`config.mk`:
```
export PLATFORM = sky130hd
export DESIGN_NAME = oam_dma
export DESIGN_NICKNAME = d
export VERILOG_FILES = /design/src/rtl/gb_dma_pkg.sv /design/src/rtl/oam_dma.sv
export SDC_FILE = /design/constraint.sdc
export NUM_CORES = 1
export LEC_CHECK = 0
export CAP_MARGIN = 20
export CORE_MARGIN = 3
export CORE_UTILIZATION = 44
export CTS_CLUSTER_SIZE = 30
export DETAILED_ROUTE_END_ITERATION = 16
export GPL_TIMING_DRIVEN = 0
export PLACE_DENSITY = 0.73
export SLEW_MARGIN = 20
export SYNTH_ARGS = -nofsm -noshare
export SYNTH_HDL_FRONTEND = slang
export SYNTH_SLANG_ARGS = --single-unit
```
`constraint.sdc`:
```
create_clock -name clk_sys -period 2.54 [get_ports clk_sys]
set_clock_uncertainty 0.2 [all_clocks]
set_input_delay 0.381 -clock clk_sys [delete_from_list [all_inputs] [get_ports clk_sys]]
set_output_delay 0.381 -clock clk_sys [all_outputs]
set_load 0.005 [all_outputs]
```
`src/rtl/gb_dma_pkg.sv`:
```
// Shared types and constants for the OAM DMA engine.
//   dma_state_e : transfer FSM states
//   OAM_LEN     : bytes copied per transfer
//   ECHO_BASE   : first register value that lands in echo RAM
//   ECHO_OFFSET : distance from an echo page down to its work-RAM page
//   src_page()  : maps a FF46 value to the real source page
package gb_dma_pkg;

  typedef enum logic [1:0] {
    IDLE  = 2'd0,
    START = 2'd1,
    XFER  = 2'd2,
    DRAIN = 2'd3
  } dma_state_e;

  localparam int unsigned OAM_LEN     = 160;
  localparam logic [7:0]  ECHO_BASE   = 8'hE0;
  localparam logic [7:0]  ECHO_OFFSET = 8'h20;

  // Echo RAM (E0-FF) aliases work RAM 0x2000 lower.
  function automatic logic [7:0] src_page(input logic [7:0] reg_val);
    return (reg_val >= ECHO_BASE) ? 8'(reg_val - ECHO_OFFSET) : reg_val;
  endfunction

endpackage

```
`src/rtl/oam_dma.sv`:
```
// OAM DMA engine: copies LENGTH bytes from page FF46 (echo-mapped) into
// sprite attribute RAM, one byte per M-cycle clock-enable tick.
// Ports:
//   clk_sys, reset       : system clock, async active-high reset
//   ce                   : M-cycle clock enable
//   reg_wr, reg_din      : CPU write of FF46 (qualified by ce)
//   reg_dout             : FF46 readback
//   src_addr, src_rd     : source read request (data returns next ce tick)
//   src_data             : source read data
//   oam_addr/data/wren   : OAM RAM write port
//   active               : transfer in progress (START, XFER, DRAIN)
//   cpu_block            : CPU external bus blocked (XFER, DRAIN)
module oam_dma
  import gb_dma_pkg::*;
#(
  parameter int unsigned LENGTH = OAM_LEN,
  parameter int unsigned ADDR_W = 8
) (
  input  logic              clk_sys,
  input  logic              reset,
  input  logic              ce,
  input  logic              reg_wr,
  input  logic [7:0]        reg_din,
  output logic [7:0]        reg_dout,
  output logic [15:0]       src_addr,
  output logic              src_rd,
  input  logic [7:0]        src_data,
  output logic [ADDR_W-1:0] oam_addr,
  output logic [7:0]        oam_data,
  output logic              oam_wren,
  output logic              active,
  output logic              cpu_block
);

  // One extra bit so idx can reach LENGTH=256 and still terminate.
  localparam int unsigned        IDX_W = ADDR_W + 1;
  localparam logic [IDX_W-1:0]   LEN_C = IDX_W'(LENGTH);

  dma_state_e        state_q, state_d;
  logic [IDX_W-1:0]  idx_q, idx_d;
  logic [7:0]        reg_q, reg_d;
  logic [15:0]       src_addr_q, src_addr_d;
  logic              src_rd_q, src_rd_d;
  logic [ADDR_W-1:0] oam_addr_q, oam_addr_d;
  logic [7:0]        oam_data_q, oam_data_d;
  logic              oam_wren_q, oam_wren_d;
  logic              active_q, active_d;
  logic              cpu_block_q, cpu_block_d;
  logic [7:0]        page;

  assign page = src_page(reg_q);

  // State and output registers.
  always_ff @(posedge clk_sys or posedge reset) begin
    if (reset) begin
      state_q     <= IDLE;
      idx_q       <= '0;
      reg_q       <= 8'h00;
      src_addr_q  <= 16'h0000;
      src_rd_q    <= 1'b0;
      oam_addr_q  <= '0;
      oam_data_q  <= 8'h00;
      oam_wren_q  <= 1'b0;
      active_q    <= 1'b0;
      cpu_block_q <= 1'b0;
    end else begin
      state_q     <= state_d;
      idx_q       <= idx_d;
      reg_q       <= reg_d;
      src_addr_q  <= src_addr_d;
      src_rd_q    <= src_rd_d;
      oam_addr_q  <= oam_addr_d;
      oam_data_q  <= oam_data_d;
      oam_wren_q  <= oam_wren_d;
      active_q    <= active_d;
      cpu_block_q <= cpu_block_d;
    end
  end

  // Next-state logic; write enable defaults low so it pulses for one clock.
  always_comb begin
    state_d    = state_q;
    idx_d      = idx_q;
    reg_d      = reg_q;
    src_addr_d = src_addr_q;
    src_rd_d   = src_rd_q;
    oam_addr_d = oam_addr_q;
    oam_data_d = oam_data_q;
    oam_wren_d = 1'b0;

    if (ce) begin
      if (reg_wr) begin
        // Restart: any write due on this tick is dropped.
        reg_d    = reg_din;
        idx_d    = '0;
        src_rd_d = 1'b0;
        state_d  = START;
      end else begin
        unique case (state_q)
          IDLE: ;
          START: begin
            src_rd_d   = 1'b1;
            src_addr_d = {page, 8'h00};
            idx_d      = IDX_W'(1);
            state_d    = XFER;
          end
          XFER: begin
            // src_data holds byte idx-1, requested on the previous tick.
            oam_addr_d = ADDR_W'(idx_q - IDX_W'(1));
            oam_data_d = src_data;
            oam_wren_d = 1'b1;
            if (idx_q < LEN_C) begin
              src_rd_d   = 1'b1;
              src_addr_d = {page, 8'(idx_q)};
              idx_d      = idx_q + IDX_W'(1);
            end else begin
              src_rd_d = 1'b0;
              state_d  = DRAIN;
            end
          end
          DRAIN: state_d = IDLE;
          default: state_d = IDLE;
        endcase
      end
    end

    active_d    = (state_d != IDLE);
    cpu_block_d = (state_d == XFER) || (state_d == DRAIN);
  end

  assign reg_dout  = reg_q;
  assign src_addr  = src_addr_q;
  assign src_rd    = src_rd_q;
  assign oam_addr  = oam_addr_q;
  assign oam_data  = oam_data_q;
  assign oam_wren  = oam_wren_q;
  assign active    = active_q;
  assign cpu_block = cpu_block_q;

endmodule

```
## Word-level counts from Yosys, hierarchy flattened

Index checks and enable logic that the tools add are counted.

| operators by class | value |
|---|---|
| add/sub/neg operators | 3 |
| order comparisons | 2 |
| equal/unequal tests | 7 |
| muxes and demuxes | 16 |
| bitwise operators | 1 |
| reduce and logical (&&, ||, !) cells | 9 |

Operator list:

| cell | number |
|---|---|
| $pmux W16 S2 | 1 |
| $mux W9 | 2 |
| $pmux W9 S2 | 1 |
| $mux W16 | 1 |
| $add A9 B1 Y9 const B | 1 |
| $lt A9 B8 Y1 const B | 1 |
| $eq A2 B2 Y1 const B | 4 |
| $ge A8 B8 Y1 const B | 1 |
| $mux W8 | 1 |
| $sub A8 B1 Y8 const B | 1 |
| $sub A8 B6 Y8 const B | 1 |
| $mux W2 | 3 |
| $pmux W2 S3 | 1 |
| $reduce_and A3 Y1 | 2 |
| $mux W1 | 5 |
| $reduce_and A2 Y1 | 2 |
| $reduce_and A4 Y1 | 1 |
| $reduce_bool A2 Y1 | 2 |
| $ne A3 B3 Y1 const B | 1 |
| $reduce_bool A3 Y1 | 1 |
| $eq A2 B1 Y1 const B | 1 |
| $ne A2 B2 Y1 const B | 1 |
| $pmux W1 S2 | 1 |
| $logic_or A1 B1 Y1 | 1 |
| $not A1 Y1 | 1 |

| storage, ports and cells | value |
|---|---|
| bits in registers | 55 |
| input bits | 20 |
| output and inout port bits | 44 |
| word-level logic and storage cells | 48 |

## Longest topological paths before layout

Gate-level depths: netlist (run 1).

| depth | value |
|---|---|
| word-level depth | 7 |
| depth in mapped cells | 7 |
| gate-level depth less buffers | 6 |

## Worst setup path after synthesis (run 1)

OpenSTA, ideal clock, no wires.

| timing path | value |
|---|---|
| path type | flip-flop to flip-flop |
| from | register state_q[0] |
| to | register idx_q[4] |
| library setup time | 0.078 ns |
| arrival | 1.527 ns |
| required time | 2.262 ns |
| slack | 0.735 ns |
| cell stages (with the launch flop) | 7 |
| buffers on the path | 1 |
| clock period less this slack | 1.805 ns |
| path through | dfrtp_1 -> inv_1 -> ha_1 -> clkbuf_1 -> nor3_1 -> or4_1 -> a21oi_1 |

| between the ends | value |
|---|---|
| longest elaborated chain between the ends | 3 |
| elaborated cells between the ends (all ways) | 7 |
| classes of those cells | 3 x eq/ne; 2 x mux; 2 x reduce/logical |

RTL lines:

| element | RTL line | source |
|---|---|---|
| from (decl) | oam_dma.sv:39 | `dma_state_e state_q, state_d;` |
| from (signal assigned) | oam_dma.sv:67 | `state_q <= state_d;` |
| $eq A2 B2 Y1 / $eq A2 B1 Y1 (equally long branches) | oam_dma.sv:99 | `unique case (state_q)` |
| $ne A3 B3 Y1 (no line), or another cell as far along | - |  |
| $reduce_and A3 Y1 (no line) / $mux W9 (equally long branches) | - |  |
| to (signal assigned) | oam_dma.sv:68 | `idx_q <= idx_d;` |
| to (decl) | oam_dma.sv:40 | `logic [IDX_W-1:0] idx_q, idx_d;` |

Several ways; a longest one is shown, not always the timed one.
A chain may end at the register's enable or synchronous reset.

## Worst setup path after layout (run 1)

| timing path | value |
|---|---|
| from | register idx_q[0] |
| to | register oam_addr_q[6], in the netlist oam_addr[6] |

| between the ends | value |
|---|---|
| longest elaborated chain between the ends | 1 |

RTL lines:

| element | RTL line | source |
|---|---|---|
| $sub A8 B1 Y8 | oam_dma.sv:109 | `oam_addr_d = ADDR_W'(idx_q - IDX_W'(1));` |
| to (signal assigned) | oam_dma.sv:72 | `oam_addr_q <= oam_addr_d;` |
| to (decl) | oam_dma.sv:44 | `logic [ADDR_W-1:0] oam_addr_q, oam_addr_d;` |

Every way passes these cells.

==> results of run 1 <==
[routing by layer]
layer	GRT usage	wire [um]	up-vias	part of all wire
li1	-	-	936	-
met5	0	0	-	0
met2	0.287	2610	56	0.49
met4	0.0399	40	0	0.0075
met1	0.231	2300	944	0.43
met3	0.0702	389	4	0.073
[worst register-to-register path, cell delays in order (launching register included)]
cell and delay, ps:
dfrtp_1 400, clkbuf_1 230, inv_1 160, ha_1 190, nor3b_1 290, nor3b_1 270
xnor2_1 140, o21ai_0 80
[power by group]
part	total, mW	switching, mW	internal [mW]
Sequential	1.24	0.129	1.11
Clock	0.493	0.295	0.198
Combinational	0.982	0.384	0.597
Total	2.72	0.809	1.91
[cells in the mapped netlist (5+ instances only)]
master    count
buf_4         5
buf_2         6
inv_1         9
nor2_1        9
mux2_2        8
ha_1          6
a22o_1       16
o21ai_0      12
clkbuf_1      8
nand2_1      37
mux2_1        8
xnor2_1       6
dfrtp_1      55
[sequential cells by signal, summed over array words and instances, names as in the netlist]
signal,flops
src_addr,16
idx_q,9
oam_addr,8
oam_data,8
reg_dout,8
state_q,2
active,1
cpu_block,1
oam_wren,1
src_rd,1
[cell type report]
cell class / count / area, um2
Buffer: 20 / 109
Inverter: 10 / 40.0
Multi-Input combinational cell: 148 / 1010
Fill cell: 484 / 2190
Tap cell: 72 / 90.1
Timing Repair Buffer: 63 / 631
Clock inverter: 3 / 25.0
Clock buffer: 5 / 68.8
Sequential cell: 55 / 1380
[layout by cell type, fill, tap and decap left out, drive strengths merged, types with 2 or more instances in the layout]
cell type and n:
nand3b 4, nor3b 2, buf 12, mux2 16
ha 6, dfrtp 55, a31oi 4, inv 9
clkdlybuf4s50 63, nand2 38, nand3 2, nor3 3
nand2b 2, and4 2, clkinv 3, xnor2 6
o21a 3, nor4 2, o21ai 14, clkbuf 13
xor2 4, nand4 4, a21oi 3, a22o 16
nor2 9
[kinds of logic (layout without fill, tap and decap cells)]
| kind of cell | Yosys count | after routing |
|---|---|---|
| compound gates | 44 | 44 |
| flops | 55 | 55 |
| xor+xnor | 10 | 10 |
| mux | 16 | 16 |
| simple gates | 72 | 72 |
| fa+ha+maj | 6 | 6 |
| buf+inv | 30 | 101 |
[worst paths after layout]
check	start	end	slack (ps)	depth (start not counted)
worst max-delay path	idx_q[0]	oam_addr[6]	470	7
worst max register to register	idx_q[0]	oam_addr[6]	470	7
worst min-delay path	oam_addr[3]	oam_addr[3]	290	2
worst min register to register	oam_addr[3]	oam_addr[3]	290	2
min in group asynchronous	reset	oam_data[2]	310	2
max in group asynchronous	reset	state_q[0]	1370	2
[per-stage QoR]
| stage | setup TNS [ps] | cell area [um2] | setup slack, ps | std cells | utilization |
|---|---|---|---|---|---|
| floorplan | 0 | 2530 | 616 | 233 | - |
| global placement | -23680 | 3260 | -433 | 368 | 0.588 |
| detailed placement | 0 | 3260 | 253 | 368 | 0.588 |
| CTS | 0 | 3350 | 471 | 376 | 0.605 |
| global route | 0 | 3350 | 284 | 376 | 0.605 |
| finish | 0 | 3350 | 469 | 376 | 0.605 |
==> reports/summary.txt, run 1 <==
Longest Clk Path Bufs = 2
Layout area overhead = 32.2%
Remaining antenna violation count = 0
Drt total wl = 5350 um
Starting Density = 0.458
Fin. Hold Viols = 0
CP delay by family, top = simple AND/OR/NAND/NOR gates
CTS buffer count = 5
Detailed Place HPWL = 3820 um
Largest family of logic cells by synthesized area = simple AND/OR/NAND/NOR gates
Antenna violations before repair = 0
Slew margin rel. = 0.552
Synth Flop Type = dfrtp_1
# rows = 27
Yosys top cell area share = 0.543
Final setup viols = 0
Crit-path max FO = 9
Tot Pwr = 2.72 mW
Xor/xnor cell area share of the yosys netlist = 0.0346
Run status = finished clean
Post-synth ARST share = 1.00
Max-cap violations = 0
Die Footprint = 0.00671 mm2
Lkg Pwr = 1.51 nW
Slowest cell on crit path = dfrtp_1
Pwr/cell area = 810 mW/mm2
Syn_area_per_cell = 10.9 um2
Sink Count = 55
Global-route wire length before repair = 9270 um
Top cells by area, synth = dfrtp_1 54%, a22o_1 5.5%, nand2_1 5.5%
Post-Synth Adder-Cell Area = 0.0296
Post-synth EDFFs = 0
Yosys top cell by area = dfrtp_1
Clk Latency, worst-skew pair = 310 ps
Post-CTS setup buffer count = 0
Clk slew on worst S/H paths = 110 ps
Root Driver = clkbuf_8
Total track usage = 0.180
Hold Buf Count CTS = 0
Part of the cycle the worst path needs = 0.815
Maximum vdd drop = 494 uV
Remaining Overflow, GRT = 0
Worst Path Arrival = 2060 ps
Hold slack = 289 ps
Critical Path, Cell by Cell = clkbuf_1, inv_1, ha_1, nor3b_1, nor3b_1, xnor2_1, o21ai_0
CP dominant cell by count = nor3b_1
Ports = 64
Seq/Total Area, Yosys = 0.543
CTS tree = done
Vias per cell = 5.16
Setup crit end kind = flip-flop
Worst Tran Pin Value = 672 ps
Max stage delay on crit path = 400 ps
Max Freq = 483 MHz
Fraction of the mapped netlist area in simple logic gates = 0.140
Net count after synthesis = 259
Share of post-route cells with drive strength above 1 = 0.105
# H-tree levels = 2
Crit path required time = 2530 ps
Number of port buffers = 63
RSZ-0062 raised after global routing = false
Nets = 329
Buffers & Inverters on Critical Path = 2
DR iter-0 viols = 129
Die W = 81.9 um
Vias in the first global route = 1939
Hold WC Path Type = flip-flop to flip-flop
# diodes = 0
CORE AREA = 0.00554 mm2
Post-synthesis mux area share = 0.0711
Largest net degree at the start of global routing = 56
Synth warnings = 0
Syn Std Cell Area = 0.00253 mm2
Max Slew Vio Count = 0
Worst setup SP type = flip-flop
Per-cell routed wire length = 14.2 um
Placer congestion estimate = 0.812
Synthesized flop and latch total = 55
Via count = 1940
Netlist cell types = 39
Die Ht = 81.9 um
Fin crit period = 2070 ps
Crit path kind = flip-flop to flip-flop
Post-synthesis compound-gate area fraction = 0.124
Drt drc = 0
Cells after Synth = 233
Pre-antenna DRT Iters = 4
CTS resizes = 0
No activity file was read; power rests on OpenSTA's default activity.
==> run 2, diff against run 1 <==
==> constraint.sdc (replaced) <==
create_clock -name clk_sys -period 2 [get_ports clk_sys]
set_clock_uncertainty 0.2 [all_clocks]
set_input_delay 0.3 -clock clk_sys [delete_from_list [all_inputs] [get_ports clk_sys]]
set_output_delay 0.3 -clock clk_sys [all_outputs]
set_load 0.005 [all_outputs]
==> run 2 against run 1 <==
Non-clock buffer count did not move. Count of clock-buffer cells in the layout did not move. Design area rose by 1.1%. Core utilization rose by 0.68 points. Power rose by 28%. First-iteration DRC count fell by 14%. Sequential power rose by 27%. Critical path depth fell by 1. Die area did not move. Routed wire length barely moved. Largest cell class unchanged. Sequential cell count did not move.
==> reports/summary.txt, run 2 (synthesis results as in run 1) <==
Run status = finished clean
Clk Latency, worst-skew pair = 310 ps
Part of the cycle the worst path needs = 0.945
Buffers & Inverters on Critical Path = 2
Lkg Pwr = 1.53 nW
Drt total wl = 5340 um
Max Freq = 529 MHz
Placer congestion estimate = 0.812
Layout area overhead = 33.7%
Fin. Hold Viols = 0
Worst setup SP type = flip-flop
Sink Count = 55
Vias in the first global route = 1939
Antenna violations before repair = 0
Hold slack = 232 ps
Hold WC Path Type = input pin to async pin
Max stage delay on crit path = 370 ps
CTS buffer count = 5
Slew margin rel. = 0.552
Per-cell routed wire length = 14.2 um
Critical Path, Cell by Cell = inv_1, ha_1, nand3b_1, a21o_1, buf_4, mux2_1
Max-cap violations = 0
Slowest cell on crit path = dfrtp_1
Worst Tran Pin Value = 672 ps
Clk slew on worst S/H paths = 110 ps
Starting Density = 0.458
Total track usage = 0.180
Fin crit period = 1890 ps
Via count = 1908
Remaining Overflow, GRT = 0
Drt drc = 0
DR iter-0 viols = 111
DR top layer = met4
Worst Path Arrival = 1880 ps
Met2 wire len = 2600 um
Part of the power in the clock network = 0.180
Most frequent cells in the layout = 63 x clkdlybuf4s50_1, 55 x dfrtp_1, 37 x nand2_1
Place WS = -206 ps
Crit-path max FO = 8
# rows = 27
M1 wire length = 2320 um
# H-tree levels = 2
Max Slew Vio Count = 0
Nets = 329
Pwr/cell area = 1020 mW/mm2
Final WS setup = 110 ps
Remaining antenna violation count = 0
Die W = 81.9 um
Die Footprint = 0.00671 mm2
Most common cell after layout, fill and taps aside = clkdlybuf4s50_1
Number of port buffers = 63
Sequential power share = 0.454
CORE AREA = 0.00554 mm2
R2R Path Start = state_q[1]
Origin of the worst setup path = state_q[1]
CTS tree = done
Vias per cell = 5.07
Root Driver = clkbuf_8
Maximum vdd drop = 627 uV
Setup crit end kind = flip-flop
Largest net degree at the start of global routing = 56
Global-route wire length before repair = 9280 um
Final setup viols = 0
Crit path required time = 1990 ps
P_sw = 1.03 mW
Max reg flops = 16
Total internal power = 2.44 mW
Die Ht = 81.9 um
Setup_tns = 0 ps
CP delay by family, top = flip-flops
Longest Clk Path Bufs = 2
Met3 wire length = 379 um
Pre-antenna DRT Iters = 4
Comb power frac = 0.366
Switching Share = 0.297
RSZ-0062 raised after global routing = false
Crit path kind = flip-flop to flip-flop
Ports = 64
Share of post-route cells with drive strength above 1 = 0.128
# diodes = 0
Detailed Place HPWL = 3820 um
[run 2: final cells by class]
class	instances	area, um2
fillers	483	2150
plain buffers	19	111
clock buffers	5	68.8
repair buffers	64	638
inverters	10	40.0
multi-input cells	148	1040
flip-flops and latches	55	1380
clock inverters	3	25.0
well taps	72	90.1
[run 2: power groups by stage]
stage / logic [mW] / registers, mW / clock network [mW]
2_1_floorplan: 0.493 / 1.61 / 0
3_3_place_gp: 1.24 / 1.59 / 0
3_5_place_dp: 1.26 / 1.60 / 0
4_1_cts: 1.28 / 1.58 / 0.644
5_1_grt: 1.43 / 1.62 / 0.690
6_report: 1.27 / 1.58 / 0.626
[run 2: worst paths after layout]
kind                                endpoint  slack (ps)  cells after the start
worst max-delay path            src_addr[15]         110                      6
worst min-delay path             oam_data[2]         230                      2
worst max register to register  src_addr[15]         110                      6
worst min register to register   oam_addr[3]         290                      2
max in group asynchronous         state_q[0]         910                      2
min in group clk_sys             oam_addr[3]         290                      2
[run 2: through the flow]
step                      utilization  instance area [um2]  std cells  power [mW]
after floorplan                     -                 2530        233        2.10
after global placement          0.588                 3260        368        2.82
after detailed placement        0.588                 3260        368        2.86
after CTS                       0.607                 3360        376        3.50
after global routing            0.612                 3390        376        3.74
final                           0.612                 3390        376        3.47
[run 2: worst reg2reg max path, stage by stage (launching register included)]
cell and delay [ps]:
dfrtp_1 370, inv_1 80, ha_1 290, nand3b_1 160, a21o_1 200, buf_4 170
mux2_1 320
[run 2: per-layer routing]
metal	track usage	vias up
met5	0	-
met1	0.233	920
met4	0.0399	0
li1	-	937
met3	0.0702	4
met2	0.286	47
[run 2: timing repair]
action | 4_1_cts | 5_1_grt
hold buffers | 0 | 0
gates resized for setup | 2 | 11
setup endpoints to repair | 5 | 12
cloned | 0 | 0
setup buffers | 1 | 0
pin swaps | 1 | 0
